File: config.mk
export PLATFORM = sky130hd
export DESIGN_NAME = alu_pipe
export DESIGN_NICKNAME = d
export VERILOG_FILES = /design/src/rtl/alu_pipe.sv
export SDC_FILE = /design/constraint.sdc
export NUM_CORES = 1
export LEC_CHECK = 0
export ABC_AREA = 0
export CORE_AREA = 5 5 174 243
export CTS_BUF_LIST = sky130_fd_sc_hd__clkbuf_8 sky130_fd_sc_hd__clkbuf_16
export DETAILED_ROUTE_END_ITERATION = 7
export DIE_AREA = 0 0 179 248
export PLACE_DENSITY = 0.52
export SETUP_SLACK_MARGIN = 0.4
export SYNTH_ARGS = -nofsm -noshare
export SYNTH_HDL_FRONTEND = slang
export SYNTH_SLANG_ARGS = --single-unit
export TNS_END_PERCENT = 30
File: constraint.sdc
create_clock -name clk -period 15.5 [get_ports clk]
set_input_delay 3.1 -clock clk [delete_from_list [all_inputs] [get_ports clk]]
set_output_delay 3.1 -clock clk [all_outputs]
set_load 0.05 [all_outputs]
File: src/rtl/alu_pipe.sv
// Pipelined, handshaked ALU: single-cycle arithmetic/logic/shift ops plus an
// optional iterative shift-add multiply enabled by the ALU_PIPE_MUL_EN macro.
module alu_pipe #(
  parameter int unsigned WIDTH = 32
) (
  input  logic             clk,
  input  logic             reset,
  input  logic             in_valid,
  output logic             in_ready,
  input  logic [WIDTH-1:0] op_a,
  input  logic [WIDTH-1:0] op_b,
  input  logic [3:0]       command,
  output logic             out_valid,
  input  logic             out_ready,
  output logic [WIDTH-1:0] result,
  output logic             carryout,
  output logic             overflow,
  output logic             zero,
  output logic             err
);

  localparam int unsigned SHW = $clog2(WIDTH);

  localparam logic [3:0] CMD_ADD  = 4'd0;
  localparam logic [3:0] CMD_SUB  = 4'd1;
  localparam logic [3:0] CMD_XOR  = 4'd2;
  localparam logic [3:0] CMD_SLT  = 4'd3;
  localparam logic [3:0] CMD_AND  = 4'd4;
  localparam logic [3:0] CMD_NAND = 4'd5;
  localparam logic [3:0] CMD_NOR  = 4'd6;
  localparam logic [3:0] CMD_OR   = 4'd7;
  localparam logic [3:0] CMD_SLL  = 4'd9;
  localparam logic [3:0] CMD_SRL  = 4'd10;
  localparam logic [3:0] CMD_SRA  = 4'd11;

  logic [WIDTH:0]     w_sum;
  logic [WIDTH:0]     w_diff;
  logic               w_ov_add;
  logic               w_ov_sub;
  logic               w_lt;
  logic [SHW-1:0]     w_amt;
  logic [WIDTH-1:0]   w_res;
  logic               w_co;
  logic               w_ov;
  logic               w_err;
  logic               w_accept;

  // Subtraction as A + ~B + 1 so the carry out doubles as "no borrow".
  assign w_sum    = {1'b0, op_a} + {1'b0, op_b};
  assign w_diff   = {1'b0, op_a} + {1'b0, ~op_b} + (WIDTH+1)'(1);
  assign w_ov_add = (op_a[WIDTH-1] == op_b[WIDTH-1]) && (w_sum[WIDTH-1] != op_a[WIDTH-1]);
  assign w_ov_sub = (op_a[WIDTH-1] != op_b[WIDTH-1]) && (w_diff[WIDTH-1] != op_a[WIDTH-1]);
  // Sign of the difference corrected by overflow gives a true signed compare.
  assign w_lt     = w_diff[WIDTH-1] ^ w_ov_sub;
  assign w_amt    = op_b[SHW-1:0];

`ifdef ALU_PIPE_MUL_EN
  localparam logic [3:0]  CMD_MUL = 4'd8;
  localparam int unsigned CNTW    = SHW + 1;

  typedef enum logic {ST_IDLE, ST_MUL} state_t;

  state_t               r_state;
  logic [2*WIDTH-1:0]   r_mcand;
  logic [2*WIDTH-1:0]   r_acc;
  logic [WIDTH-1:0]     r_mplier;
  logic [CNTW-1:0]      r_cnt;
  logic [2*WIDTH-1:0]   w_acc_next;
  logic                 w_is_mul;

  assign w_acc_next = r_mplier[0] ? (r_acc + r_mcand) : r_acc;
  assign in_ready   = (r_state == ST_IDLE) && (!out_valid || out_ready);
`else
  assign in_ready   = !out_valid || out_ready;
`endif

  assign w_accept = in_valid && in_ready;

  // Single-cycle result and flag selection.
  always_comb begin
    w_res = '0;
    w_co  = 1'b0;
    w_ov  = 1'b0;
    w_err = 1'b0;
`ifdef ALU_PIPE_MUL_EN
    w_is_mul = 1'b0;
`endif
    case (command)
      CMD_ADD: begin
        w_res = w_sum[WIDTH-1:0];
        w_co  = w_sum[WIDTH];
        w_ov  = w_ov_add;
      end
      CMD_SUB: begin
        w_res = w_diff[WIDTH-1:0];
        w_co  = w_diff[WIDTH];
        w_ov  = w_ov_sub;
      end
      CMD_XOR:  w_res = op_a ^ op_b;
      CMD_SLT:  w_res = WIDTH'(w_lt);
      CMD_AND:  w_res = op_a & op_b;
      CMD_NAND: w_res = ~(op_a & op_b);
      CMD_NOR:  w_res = ~(op_a | op_b);
      CMD_OR:   w_res = op_a | op_b;
`ifdef ALU_PIPE_MUL_EN
      CMD_MUL:  w_is_mul = 1'b1;
`endif
      CMD_SLL:  w_res = op_a << w_amt;
      CMD_SRL:  w_res = op_a >> w_amt;
      CMD_SRA:  w_res = WIDTH'($signed(op_a) >>> w_amt);
      default:  w_err = 1'b1;
    endcase
  end

  // Output register, handshake and multiply sequencer.
  always_ff @(posedge clk) begin
    if (reset) begin
      out_valid <= 1'b0;
      result    <= '0;
      carryout  <= 1'b0;
      overflow  <= 1'b0;
      zero      <= 1'b0;
      err       <= 1'b0;
`ifdef ALU_PIPE_MUL_EN
      r_state   <= ST_IDLE;
      r_mcand   <= '0;
      r_acc     <= '0;
      r_mplier  <= '0;
      r_cnt     <= '0;
`endif
    end else begin
      if (w_accept) begin
`ifdef ALU_PIPE_MUL_EN
        if (w_is_mul) begin
          r_state   <= ST_MUL;
          r_mcand   <= {{WIDTH{1'b0}}, op_a};
          r_mplier  <= op_b;
          r_acc     <= '0;
          r_cnt     <= CNTW'(WIDTH);
          out_valid <= 1'b0;
        end else
`endif
        begin
          out_valid <= 1'b1;
          result    <= w_res;
          carryout  <= w_co;
          overflow  <= w_ov;
          zero      <= (w_res == '0);
          err       <= w_err;
        end
      end else if (out_valid && out_ready) begin
        out_valid <= 1'b0;
      end
`ifdef ALU_PIPE_MUL_EN
      if (r_state == ST_MUL) begin
        r_acc    <= w_acc_next;
        r_mcand  <= r_mcand << 1;
        r_mplier <= r_mplier >> 1;
        r_cnt    <= r_cnt - CNTW'(1);
        if (r_cnt == CNTW'(1)) begin
          r_state   <= ST_IDLE;
          out_valid <= 1'b1;
          result    <= w_acc_next[WIDTH-1:0];
          carryout  <= 1'b0;
          overflow  <= |w_acc_next[2*WIDTH-1:WIDTH];
          zero      <= (w_acc_next[WIDTH-1:0] == '0);
          err       <= 1'b0;
        end
      end
`endif
    end
  end

endmodule

==> impl_metrics.csv <==
group,metric,value,unit
global_route,overflow,0,
final_layout,diodes,0,
floorplan,dieArea,0.0444,mm^2
yosys,yosysWarnings,0,
detailed_routing,viasPerCell,6.32,
worst_hold_path,hold_class,"register to register",
detailed_routing,drt.antenna.violating_nets,0,
floorplan,fp.dieW,179,um
place,dp_hpwl,49.3,mm
clocking,cts-root-buf,"clkbuf_16",
clocking,cts_tree,"done",
job,maxCapViolations,0,
global_route,first_global_vias,13400,
clocking,clock_path_buffers,2,
clocking,cts_sinks,37,
detailed_routing,wire_per_inst,28.5,um
timing,drv_slew,0,
timing,setup_slack,5.93,ns
worst_setup_path,arrival,9.77,ns
final_layout,area_growth,13.9,%
clocking,clk_pin_slew,0.06,ns
clocking,clock_latency,0.29,ns
worst_setup_path,critPathMaxFanout,34,
yosys,synth-edff-count,0,
yosys,yosysTopAreaCell,"ha_1",
yosys,netlist_area,0.0118,mm^2
clocking,cts_setup_buffers,0,
global_route,antenna_found_initial,3,
worst_setup_path,crit_path_end_kind,"register",
timing,min_period,9.57,ns
detailed_routing,first_pass_iters,6,
detailed_routing,vias,14000,
worst_setup_path,startpoint_type,"primary input",
yosys,ys_ff_latch,37,
clocking,htreeDepth,2,
timing,finalSetupTns,0,ns
clocking,cts-buffers-inserted,5,
floorplan,io_pins,110,
yosys,postSynth.asyncResetShare,0,
timing,maxSlewHeadroom,0.187,
worst_setup_path,required,15.70,ns
global_route,track_usage,0.274,
floorplan,core,0.0399,mm^2
timing,timing.fmax,0.104,GHz
timing,setup_viol,0,
worst_hold_path,hold_depth,2,
timing,worst_slew_pin_slew,1.21,ns
timing,finClkSkew,0.00927,ns
final_layout,drive_gt1_frac,0.0917,
clocking,ctsHoldBuffers,0,
power_and_ir_drop,power.density,55.4,mW/mm^2
final_layout,nFillCells,4369,
yosys,synthesis.nets,1837,
yosys,syn_avg_cell_area,7.10,um^2
floorplan,initial_utilization,0.295,
power_and_ir_drop,p_leak,5.26,nW
yosys,synthCells,1658,
global_route,grt_pass1_wl,91.6,mm
worst_setup_path,regToRegSetupSlack,12.20,ns
timing,period_share,0.618,
global_route,grt_max_degree,65,
place,port_buffers,109,
final_layout,seq_area,741,um^2
detailed_routing,drt_wl_total,63.1,mm
place,gp_congestion,1.03,
timing,grt_setup_unrepaired,"no",
outcome,outcome,"finished clean",
yosys,synth_area_leaders,"ha_1 (11%), mux4_2 (7.1%), dfxtp_1 (6.3%)",
detailed_routing,drt-initial-drc-count,1605,
clocking,cts_resized,0,
yosys,synth_cell_types,88,
detailed_routing,drc,0,
worst_setup_path,reg2reg_depth,12,
final_layout,multi_input_area,0.0101,mm^2
timing,hold_viol_final,0,
yosys,ys_seq_area_frac,0.0629,
floorplan,die_y,248,um
place,dp_slack,5.68,ns
floorplan,num_rows,87,
yosys,synth_top_area_frac,0.111,
power_and_ir_drop,ir_drop,0.0000379,V
worst_setup_path,critical_path_class,"primary input to register",
final_layout,fin_nets,1857,
yosys,ys.flop_type,"dfxtp_1",
registers in the layout (all words and copies together), names as in the netlist:
signal     cells
err            1
carryout       1
overflow       1
out_valid      1
zero           1
result        32
cell type report:
type / instances / area share
multi-input combinational: 1388 / 0.752
timing repair buffer: 148 / 0.101
sequential: 37 / 0.0552
tap: 534 / 0.0498
inverter: 98 / 0.0274
clock buffer: 5 / 0.00933
clock inverter: 3 / 0.00485
synth_stat cells, types with 9 or more instances:
| master | number |
|---|---|
| nor2_1 | 178 |
| nand2_1 | 151 |
| a21oi_1 | 124 |
| ha_1 | 104 |
| inv_1 | 95 |
| o21ai_0 | 92 |
| clkbuf_1 | 72 |
| mux2i_1 | 71 |
| nor3_1 | 56 |
| buf_2 | 39 |
| a211oi_1 | 38 |
| dfxtp_1 | 37 |
| mux4_2 | 37 |
| o22ai_1 | 34 |
| xnor2_1 | 32 |
| mux2_2 | 30 |
| o211ai_1 | 29 |
| nand3_1 | 27 |
| nor2b_1 | 22 |
| nand2b_1 | 21 |
| a221oi_1 | 19 |
| a31oi_1 | 18 |
| a21o_1 | 16 |
| nor4_1 | 15 |
| buf_1 | 12 |
| or3_1 | 12 |
| and3_1 | 11 |
| o2111ai_1 | 11 |
| o221ai_1 | 11 |
| xor2_1 | 11 |
| a22oi_1 | 10 |
| or2_2 | 10 |
| a2111oi_0 | 9 |
| a211o_1 | 9 |
| buf_4 | 9 |
| nand4_1 | 9 |
| o311ai_0 | 9 |
| o31ai_1 | 9 |
kinds of logic (layout without fill, tap and decap cells):
group,after synthesis,after routing,share of synthesized area
simple gates,564,564,0.231
compound gates,526,526,0.302
buf+inv,233,254,0.0832
mux,148,148,0.173
fa+ha+maj,107,107,0.116
xor+xnor,43,43,0.0320
flops,37,37,0.0629
critical path, cell delays in order:
cell and delay, ns:
clkdlybuf4s50_1 0.45, buf_4 0.43, clkinv_1 0.76, ha_1 0.69, nor2_1 0.14, o31ai_1 0.10, a21oi_1 0.43, o21ai_0 0.22
nand2_1 0.20, a21oi_1 0.19, nor2_1 0.13, o21ai_0 0.08, a21oi_1 0.18, nor2_1 0.06, o21bai_1 0.16, fa_1 0.30
a31oi_1 0.11, a221oi_1 0.26, o21ai_0 0.12, and3b_1 0.27, nand4b_1 0.12, nor4_2 0.29, nand4_1 0.14, nor4_1 0.45
nand4_1 0.16, o31ai_2 0.22
power breakdown:
part	internal, mW	switching, mW	total, mW
Combinational	0.174	0.331	0.505
Sequential	0.103	0.00407	0.107
Clock	0.0918	0.0391	0.131
per-stage QoR:
step | area [um^2] | hold WS, ns | instances | utilization | power (mW)
5_1_grt | 13400 | 0.471 | 2213 | 0.336 | 0.777
3_5_place_dp | 13200 | 0.451 | 2205 | 0.331 | 0.600
3_3_place_gp | 13200 | 0.447 | 2205 | 0.331 | 0.600
6_report | 13400 | 0.454 | 2213 | 0.336 | 0.743
4_1_cts | 13400 | 0.460 | 2213 | 0.336 | 0.735
2_1_floorplan | 11800 | 0.671 | 1658 | - | 0.424
cell usage in the layout, fill, tap and decap left out, types with 12 or more instances in the layout:
master	n
mux4_2	37
nor4_1	15
a211oi_1	38
buf_4	40
a221oi_1	19
nand3_1	27
dfxtp_1	37
a21o_1	16
nor2b_1	22
nor2_1	178
o22ai_1	34
mux2i_1	71
inv_1	95
nand2_1	151
or3_1	12
nand2b_1	21
ha_1	104
mux2_2	30
a21oi_1	124
a31oi_1	18
clkdlybuf4s50_1	103
o21ai_0	92
xnor2_1	32
o211ai_1	29
nor3_1	55
worst paths after layout:
check | to | from
worst max-delay path | zero$_SDFFE_PP0P_ | op_b[4]
worst min-delay path | err$_SDFFE_PP0P_ | err$_SDFFE_PP0P_
worst max register to register | zero$_SDFFE_PP0P_ | out_valid$_SDFFE_PP0P_
worst min register to register | err$_SDFFE_PP0P_ | err$_SDFFE_PP0P_
routing by layer:
layer,up-vias,part of all wire,wire length [um],GRT usage
li1,6217,-,-,-
met1,6795,0.38,24200,0.337
met2,780,0.48,30300,0.467
met3,196,0.066,4170,0.0267
met4,4,0.070,4430,0.150
met5,-,0.00051,32,0
Note: power is estimated with default switching activity, not from simulation.
